### config.mk
export PLATFORM = sky130hd
export DESIGN_NAME = dot_layer_sched
export DESIGN_NICKNAME = d
export VERILOG_FILES = /design/src/rtl/dot_pkg.sv /design/src/rtl/dot_bias_act.sv /design/src/rtl/dot_layer_sched.sv
export SDC_FILE = /design/constraint.sdc
export NUM_CORES = 1
export LEC_CHECK = 0
export ABC_CLOCK_PERIOD_IN_PS = 4920
export BUFFER_PORTS_ARGS = -buffer_cell sky130_fd_sc_hd__buf_2
export CAP_MARGIN = 10
export CORE_AREA = 2 2 202 204
export CTS_BUF_LIST = sky130_fd_sc_hd__clkbuf_8 sky130_fd_sc_hd__clkbuf_16
export DETAILED_ROUTE_END_ITERATION = 16
export DIE_AREA = 0 0 204 206
export SETUP_SLACK_MARGIN = 0.02
export SYNTH_ARGS = -nofsm -noshare
export SYNTH_HDL_FRONTEND = slang
export SYNTH_SLANG_ARGS = --single-unit
### constraint.sdc
create_clock -name clk -period 4.92 [get_ports clk]
set_input_delay 0.246 -clock clk [delete_from_list [all_inputs] [get_ports clk]]
set_output_delay 0.246 -clock clk [all_outputs]
set_load 0.02 [all_outputs]
### src/rtl/dot_pkg.sv
// Shared definitions for the dot-accelerator layer scheduler.
//   - dot CSR word offsets used when programming the accelerator
//   - scheduler CSR word offsets seen by the CPU
//   - scheduler state enum
//   - Q16.16 fixed-point value type
package dot_pkg;

  // Register offsets on the dot accelerator's slave port
  localparam logic [3:0] DOT_START = 4'd0;
  localparam logic [3:0] DOT_W     = 4'd2;
  localparam logic [3:0] DOT_IF    = 4'd3;
  localparam logic [3:0] DOT_N     = 4'd5;

  // Scheduler CSR map
  localparam logic [3:0] CSR_START = 4'd0;
  localparam logic [3:0] CSR_WBASE = 4'd1;
  localparam logic [3:0] CSR_IFBAS = 4'd2;
  localparam logic [3:0] CSR_OBASE = 4'd3;
  localparam logic [3:0] CSR_BBASE = 4'd4;
  localparam logic [3:0] CSR_NIN   = 4'd5;
  localparam logic [3:0] CSR_NOUT  = 4'd6;
  localparam logic [3:0] CSR_RELU  = 4'd7;

  typedef enum logic [3:0] {
    S_IDLE,
    S_CFG_W,
    S_CFG_IF,
    S_CFG_N,
    S_GO,
    S_RES,
    S_B_RD,
    S_B_WT,
    S_O_WR,
    S_NEXT
  } sched_state_t;

  typedef logic signed [31:0] q16_16_t;

endpackage

### src/rtl/dot_bias_act.sv
// Combinational bias add + optional ReLU on Q16.16 values.
// The add saturates to the signed 32-bit range instead of wrapping.
// Ports:
//   acc     in  32  accumulated dot-product result (Q16.16, signed)
//   bias    in  32  bias term (Q16.16, signed)
//   relu_en in  1   clamp negative sums to zero
//   y       out 32  activated output (Q16.16, signed)
module dot_bias_act
  import dot_pkg::*;
(
  input  q16_16_t acc,
  input  q16_16_t bias,
  input  logic    relu_en,
  output q16_16_t y
);

  function automatic q16_16_t sat_add(input q16_16_t a, input q16_16_t b);
    logic signed [32:0] s;
    s = {a[31], a} + {b[31], b};
    // Overflow shows up as the two top bits disagreeing; bit 32 is the true sign.
    if (s[32] != s[31]) begin
      return s[32] ? q16_16_t'(32'h8000_0000) : q16_16_t'(32'h7FFF_FFFF);
    end
    return q16_16_t'(s[31:0]);
  endfunction

  function automatic q16_16_t relu(input q16_16_t x, input logic en);
    return (en && x[31]) ? q16_16_t'(32'd0) : x;
  endfunction

  assign y = relu(sat_add(acc, bias), relu_en);

endmodule

### src/rtl/dot_layer_sched.sv
// Fully-connected layer sequencer for the shared dot accelerator.
// For each output neuron k: program dot (weights, input features, length),
// start it, read back the Q16.16 result, fetch bias[k] from SDRAM, apply
// saturating bias add and optional ReLU, and write out[k] to SDRAM.
// Ports:
//   clk, rst_n            clock, synchronous active-low reset
//   slave_*               CPU CSR port (Avalon-MM slave); CSR0 read stalls while busy
//   dot_*                 master to the dot accelerator's CSR port
//   mem_*                 master to SDRAM (pipelined reads with readdatavalid)
module dot_layer_sched
  import dot_pkg::*;
#(
  parameter int MAX_NEURONS = 1024,
  parameter int CNT_W       = 16
) (
  input  logic        clk,
  input  logic        rst_n,
  output logic        slave_waitrequest,
  input  logic [3:0]  slave_address,
  input  logic        slave_read,
  output logic [31:0] slave_readdata,
  input  logic        slave_write,
  input  logic [31:0] slave_writedata,
  input  logic        dot_waitrequest,
  output logic [3:0]  dot_address,
  output logic        dot_read,
  input  logic [31:0] dot_readdata,
  output logic        dot_write,
  output logic [31:0] dot_writedata,
  input  logic        mem_waitrequest,
  output logic [31:0] mem_address,
  output logic        mem_read,
  input  logic [31:0] mem_readdata,
  input  logic        mem_readdatavalid,
  output logic        mem_write,
  output logic [31:0] mem_writedata
);

  sched_state_t     state, state_nx;
  logic [31:0]      w_base, if_base, out_base, bias_base;
  logic [CNT_W-1:0] n_inputs, n_outputs, k;
  logic             relu_en;
  logic [31:0]      w_off;     // running k*n_inputs*4, mod 2^32
  logic [31:0]      k4;
  q16_16_t          dot_res, bias_val, act_out;
  logic             busy, start_go, more;

  assign busy     = (state != S_IDLE);
  assign start_go = !busy && slave_write && (slave_address == CSR_START) && (n_outputs != '0);
  assign k4       = 32'(k) << 2;
  assign more     = (32'(k) + 32'd1) < 32'(n_outputs);

  // Only a CSR0 read stalls; it releases once the layer is done.
  assign slave_waitrequest = rst_n && busy && slave_read && (slave_address == CSR_START);

  always_comb begin
    slave_readdata = 32'd0;
    case (slave_address)
      CSR_WBASE: slave_readdata = w_base;
      CSR_IFBAS: slave_readdata = if_base;
      CSR_OBASE: slave_readdata = out_base;
      CSR_BBASE: slave_readdata = bias_base;
      CSR_NIN:   slave_readdata = 32'(n_inputs);
      CSR_NOUT:  slave_readdata = 32'(n_outputs);
      CSR_RELU:  slave_readdata = {31'd0, relu_en};
      default:   slave_readdata = 32'd0;
    endcase
  end

  dot_bias_act u_act (
    .acc     (dot_res),
    .bias    (bias_val),
    .relu_en (relu_en),
    .y       (act_out)
  );

  always_ff @(posedge clk) begin
    if (!rst_n) begin
      state     <= S_IDLE;
      w_base    <= '0;
      if_base   <= '0;
      out_base  <= '0;
      bias_base <= '0;
      n_inputs  <= '0;
      n_outputs <= '0;
      relu_en   <= 1'b0;
      k         <= '0;
      w_off     <= '0;
      dot_res   <= '0;
      bias_val  <= '0;
    end else begin
      state <= state_nx;
      if (!busy && slave_write) begin
        case (slave_address)
          CSR_WBASE: w_base    <= slave_writedata;
          CSR_IFBAS: if_base   <= slave_writedata;
          CSR_OBASE: out_base  <= slave_writedata;
          CSR_BBASE: bias_base <= slave_writedata;
          CSR_NIN:   n_inputs  <= slave_writedata[CNT_W-1:0];
          CSR_NOUT:  n_outputs <= (slave_writedata > 32'(MAX_NEURONS)) ?
                                  CNT_W'(MAX_NEURONS) : slave_writedata[CNT_W-1:0];
          CSR_RELU:  relu_en   <= slave_writedata[0];
          default: ;
        endcase
      end
      if (start_go) begin
        k     <= '0;
        w_off <= '0;
      end
      if (state == S_RES && !dot_waitrequest) dot_res <= q16_16_t'(dot_readdata);
      if (state == S_B_WT && mem_readdatavalid) bias_val <= q16_16_t'(mem_readdata);
      if (state == S_NEXT) begin
        k     <= k + 1'b1;
        w_off <= w_off + (32'(n_inputs) << 2);
      end
    end
  end

  // Bus outputs are pure functions of state and held registers, so they stay
  // stable for as long as a slave holds waitrequest.
  always_comb begin
    state_nx      = state;
    dot_address   = 4'd0;
    dot_read      = 1'b0;
    dot_write     = 1'b0;
    dot_writedata = 32'd0;
    mem_address   = 32'd0;
    mem_read      = 1'b0;
    mem_write     = 1'b0;
    mem_writedata = 32'd0;
    case (state)
      S_IDLE: if (start_go) state_nx = S_CFG_W;
      S_CFG_W: begin
        dot_write     = 1'b1;
        dot_address   = DOT_W;
        dot_writedata = w_base + w_off;
        if (!dot_waitrequest) state_nx = S_CFG_IF;
      end
      S_CFG_IF: begin
        dot_write     = 1'b1;
        dot_address   = DOT_IF;
        dot_writedata = if_base;
        if (!dot_waitrequest) state_nx = S_CFG_N;
      end
      S_CFG_N: begin
        dot_write     = 1'b1;
        dot_address   = DOT_N;
        dot_writedata = 32'(n_inputs);
        if (!dot_waitrequest) state_nx = S_GO;
      end
      S_GO: begin
        dot_write     = 1'b1;
        dot_address   = DOT_START;
        dot_writedata = 32'd1;
        if (!dot_waitrequest) state_nx = S_RES;
      end
      S_RES: begin
        // dot holds waitrequest until the dot product is finished
        dot_read    = 1'b1;
        dot_address = DOT_START;
        if (!dot_waitrequest) state_nx = S_B_RD;
      end
      S_B_RD: begin
        mem_read    = 1'b1;
        mem_address = bias_base + k4;
        if (!mem_waitrequest) state_nx = S_B_WT;
      end
      S_B_WT: if (mem_readdatavalid) state_nx = S_O_WR;
      S_O_WR: begin
        mem_write     = 1'b1;
        mem_address   = out_base + k4;
        mem_writedata = 32'(act_out);
        if (!mem_waitrequest) state_nx = S_NEXT;
      end
      S_NEXT: state_nx = more ? S_CFG_W : S_IDLE;
      default: state_nx = S_IDLE;
    endcase
  end

endmodule

==> metrics <==
placed inst area=between 0.015 and 0.02 mm^2; Bufs on Longest Clock Path=3; first-pass GRT wire length=roughly 95 mm; Ys Warns=0; grt ovf=0; largest net degree at the start of global routing=103; Nets=2,900; CTS clk-pin slew, worst paths=around 60 ps; Slew Limit Headroom=0.191; Post-Syn Area=0.0177 mm^2; root buffer cell=clkbuf_16; worst flop-to-flop path startpoint=k[0]; EDFF count, synth=0; worst slew pin tran=roughly 1200 ps; critical path launch point type=register; sequential area share after synthesis=0.312; initial core utilization=0.439; min cycle time layout=roughly 4700 ps; CTS tree=yes; Tot Pwr=4.89 mW; Critical Path Start=state[3]; Post-Route Utilization=0.532; DR DRC count=0; crit-path max FO=12; Total GRT Usage=0.284; Die Wd=between 200 and 250 um; leak pwr=~8.8 nW; CTS buffer count=31; post-CTS setup buffer count=0; Yosys reg bits=275; # fillers=3,936; ys async rst share=0; type of the worst min-delay path=primary input to register; Critical Path End Type=primary output; htree depth=1; initial antenna violation count=2; vias in the first global route=roughly 17,000; router iterations before antenna repair=5; initial DRC count=about 1,700; Die Y=about 200 um; Max VDD drop=~260 uV; period utilization=0.958; layout cell share with drive strength beyond 1=0.137; f_max=~210 MHz; clk_lat worst skew=590 ps; final-report max-slew violation count=0; reg2reg end=state[0]; port bufs=about 240; Synth Flop Type=dfxtp_1; crit path kind=register to primary output; Site Rows=74; clk sink count=approximately 280; routability cong.=0.888; Worst Setup Slack, final=between 200 and 250 ps; wire per inst=between 15 and 20 um; worst hold stages=4; Final HPWL DP=around 45 mm; design area=0.0214 mm^2; Netlist cell types=just under 80; Synthesized Nets=approximately 2,600; Layout area overhead=21.0%; R2R depth=12; HP Start=mem_readdatavalid; Arrival @ worst endpoint=4470 ps; core area=~0.04 mm^2; CP required=between 4000 and 5000 ps; status=complete, no violations; R2R Setup Slk=about 1500 ps; final WL=62.9 mm; Worst Hold End=state[3]; post-route clock skew=roughly 14 ps; syn avg cell area=around 7.3 um^2; final hold vios=0; Cell Pwr Density=~230 mW/mm^2; Top Ports=244; Setup TNS Final=0 ps; Detail Route Antenna Nets=0; pre-CTS setup slack=~340 ps; vias per cell=between 5 and 6; maxcap violations=0; vias after detailed routing=roughly 19,000; DIE AREA=approximately 0.042 mm^2; Setup-failing EPs final=0; Post-Synthesis Cells=roughly 2,400
power by group:
group          total (mW)  internal, mW  switching [mW]
clock network        2.35          1.37           0.976
registers            2.26          2.24          0.0211
logic               0.277         0.115           0.162
total                4.89          3.73            1.16
cell usage after synthesis, types with 4 or more instances:
cell | instances | area share
nand2_1 | 614 | 0.13
a21oi_1 | 313 | 0.089
o211ai_1 | 12 | 0.0051
nand3_1 | 78 | 0.022
a31oi_1 | 14 | 0.0050
mux2i_1 | 8 | 0.0045
o21ai_1 | 7 | 0.0020
o21a_1 | 43 | 0.018
a41oi_1 | 4 | 0.0020
xor2_1 | 44 | 0.022
nor2b_1 | 15 | 0.0053
nand4_1 | 19 | 0.0067
xnor2_1 | 79 | 0.039
o22ai_1 | 16 | 0.0057
nand2b_1 | 15 | 0.0053
o31ai_1 | 10 | 0.0043
a22o_1 | 6 | 0.0030
o2bb2ai_1 | 10 | 0.0050
and3_1 | 18 | 0.0064
nor2_1 | 114 | 0.024
nor3_1 | 31 | 0.0088
ha_1 | 109 | 0.077
buf_2 | 6 | 0.0017
and2_1 | 16 | 0.0057
or4_1 | 5 | 0.0021
inv_1 | 42 | 0.0089
or2_2 | 7 | 0.0025
o21ai_0 | 78 | 0.022
mux2_2 | 4 | 0.0026
a22oi_1 | 106 | 0.045
nor4_1 | 17 | 0.0060
or3_1 | 14 | 0.0050
buf_1 | 5 | 0.0011
a21o_1 | 43 | 0.018
dfxtp_1 | 275 | 0.31
clkbuf_1 | 126 | 0.027
a211o_1 | 5 | 0.0025
nor3b_1 | 6 | 0.0026
a211oi_1 | 14 | 0.0060
stage by stage:
stage,std cells,hold WS (ps)
5_1_grt,3234,142
3_5_place_dp,3084,451
3_3_place_gp,3084,446
6_report,3234,122
4_1_cts,3232,112
2_1_floorplan,2414,382
worst max path at each step:
stage | endpoint | slack (ps) | depth (start not counted)
after detailed placement | mem_address[29] | 340 | 15
after global routing | mem_address[26] | -6 | 16
after global placement | mem_address[28] | 430 | 16
after CTS | mem_address[28] | 50 | 16
after floorplan | mem_address[26] | 110 | 19
final | mem_address[28] | 210 | 16
what timing repair did:
item,CTS,global route
pin swaps,1,5
hold buffers,96,0
setup endpoints to repair,14,11
endpoints found under the hold margin,204,0
gates resized for setup,6,11
logic make-up (layout without fill, tap and decap cells):
kind of cell	Yosys count	count (layout)	synth area share
simple gates	985	985	0.242
compound gates	721	721	0.256
other cells	1	3	0.000212
fa+ha+maj	112	112	0.0807
buf+inv	185	471	0.0412
flops	275	275	0.312
mux	12	12	0.00709
xor+xnor	123	123	0.0610
sequential cells by signal, summed over array words and instances (netlist names):
register / flops
bias_base: 32
bias_val: 32
dot_res: 32
if_base: 32
k: 16
n_inputs: 16
n_outputs: 16
out_base: 32
relu_en: 1
state: 4
w_base: 32
w_off: 30
placed cells by master (no fill, tap or decap), types with 8 or more instances in the layout:
master and count:
a211oi_1 13, a21o_1 43, a21oi_1 310, a22oi_1 106
a31oi_1 14, and2_1 16, and3_1 18, buf_2 241
buf_4 37, clkbuf_16 31, clkbuf_8 9, dfxtp_1 274
dlygate4sd3_1 96, ha_1 108, inv_1 47, mux2i_1 8
nand2_1 614, nand2b_1 15, nand3_1 78, nand4_1 19
nor2_1 114, nor2b_1 15, nor3_1 25, nor4_1 17
o211ai_1 12, o21a_1 43, o21ai_0 78, o22ai_1 16
o2bb2ai_1 10, o31ai_1 10, or3_1 14, xnor2_1 79
xor2_1 44
layer usage:
layer | GRT usage | wire, um | vias to the layer above
met5 | 0 | 0 | -
met4 | 0.116 | 2670 | 0
met3 | 0.0322 | 4010 | 120
met2 | 0.467 | 29000 | 709
met1 | 0.380 | 27200 | 8854
li1 | - | - | 9032
cell type report:
class	instances	area [um^2]	share of cell area
antenna	2	5.00	0.000234
tap	532	666	0.0312
clock inverter	12	111	0.00521
clock buffer	40	900	0.0421
sequential	275	5510	0.258
timing repair buffer	375	2460	0.115
inverter	44	170	0.00797
multi-input combinational	1954	11500	0.540
critical path, stage by stage (launching register included):
cell and delay, ps:
dfxtp_2 390, or4b_4 550, buf_4 210, nand2_1 70, nand2_1 50, ha_1 210, fa_2 380, a211oi_2 280
o21ai_2 140, a32oi_2 300, a21oi_2 120, a311oi_2 300, buf_4 220, nor3_1 100, xnor2_1 150, o22ai_1 170
buf_2 210
Note: power is estimated with default switching activity, not from simulation.
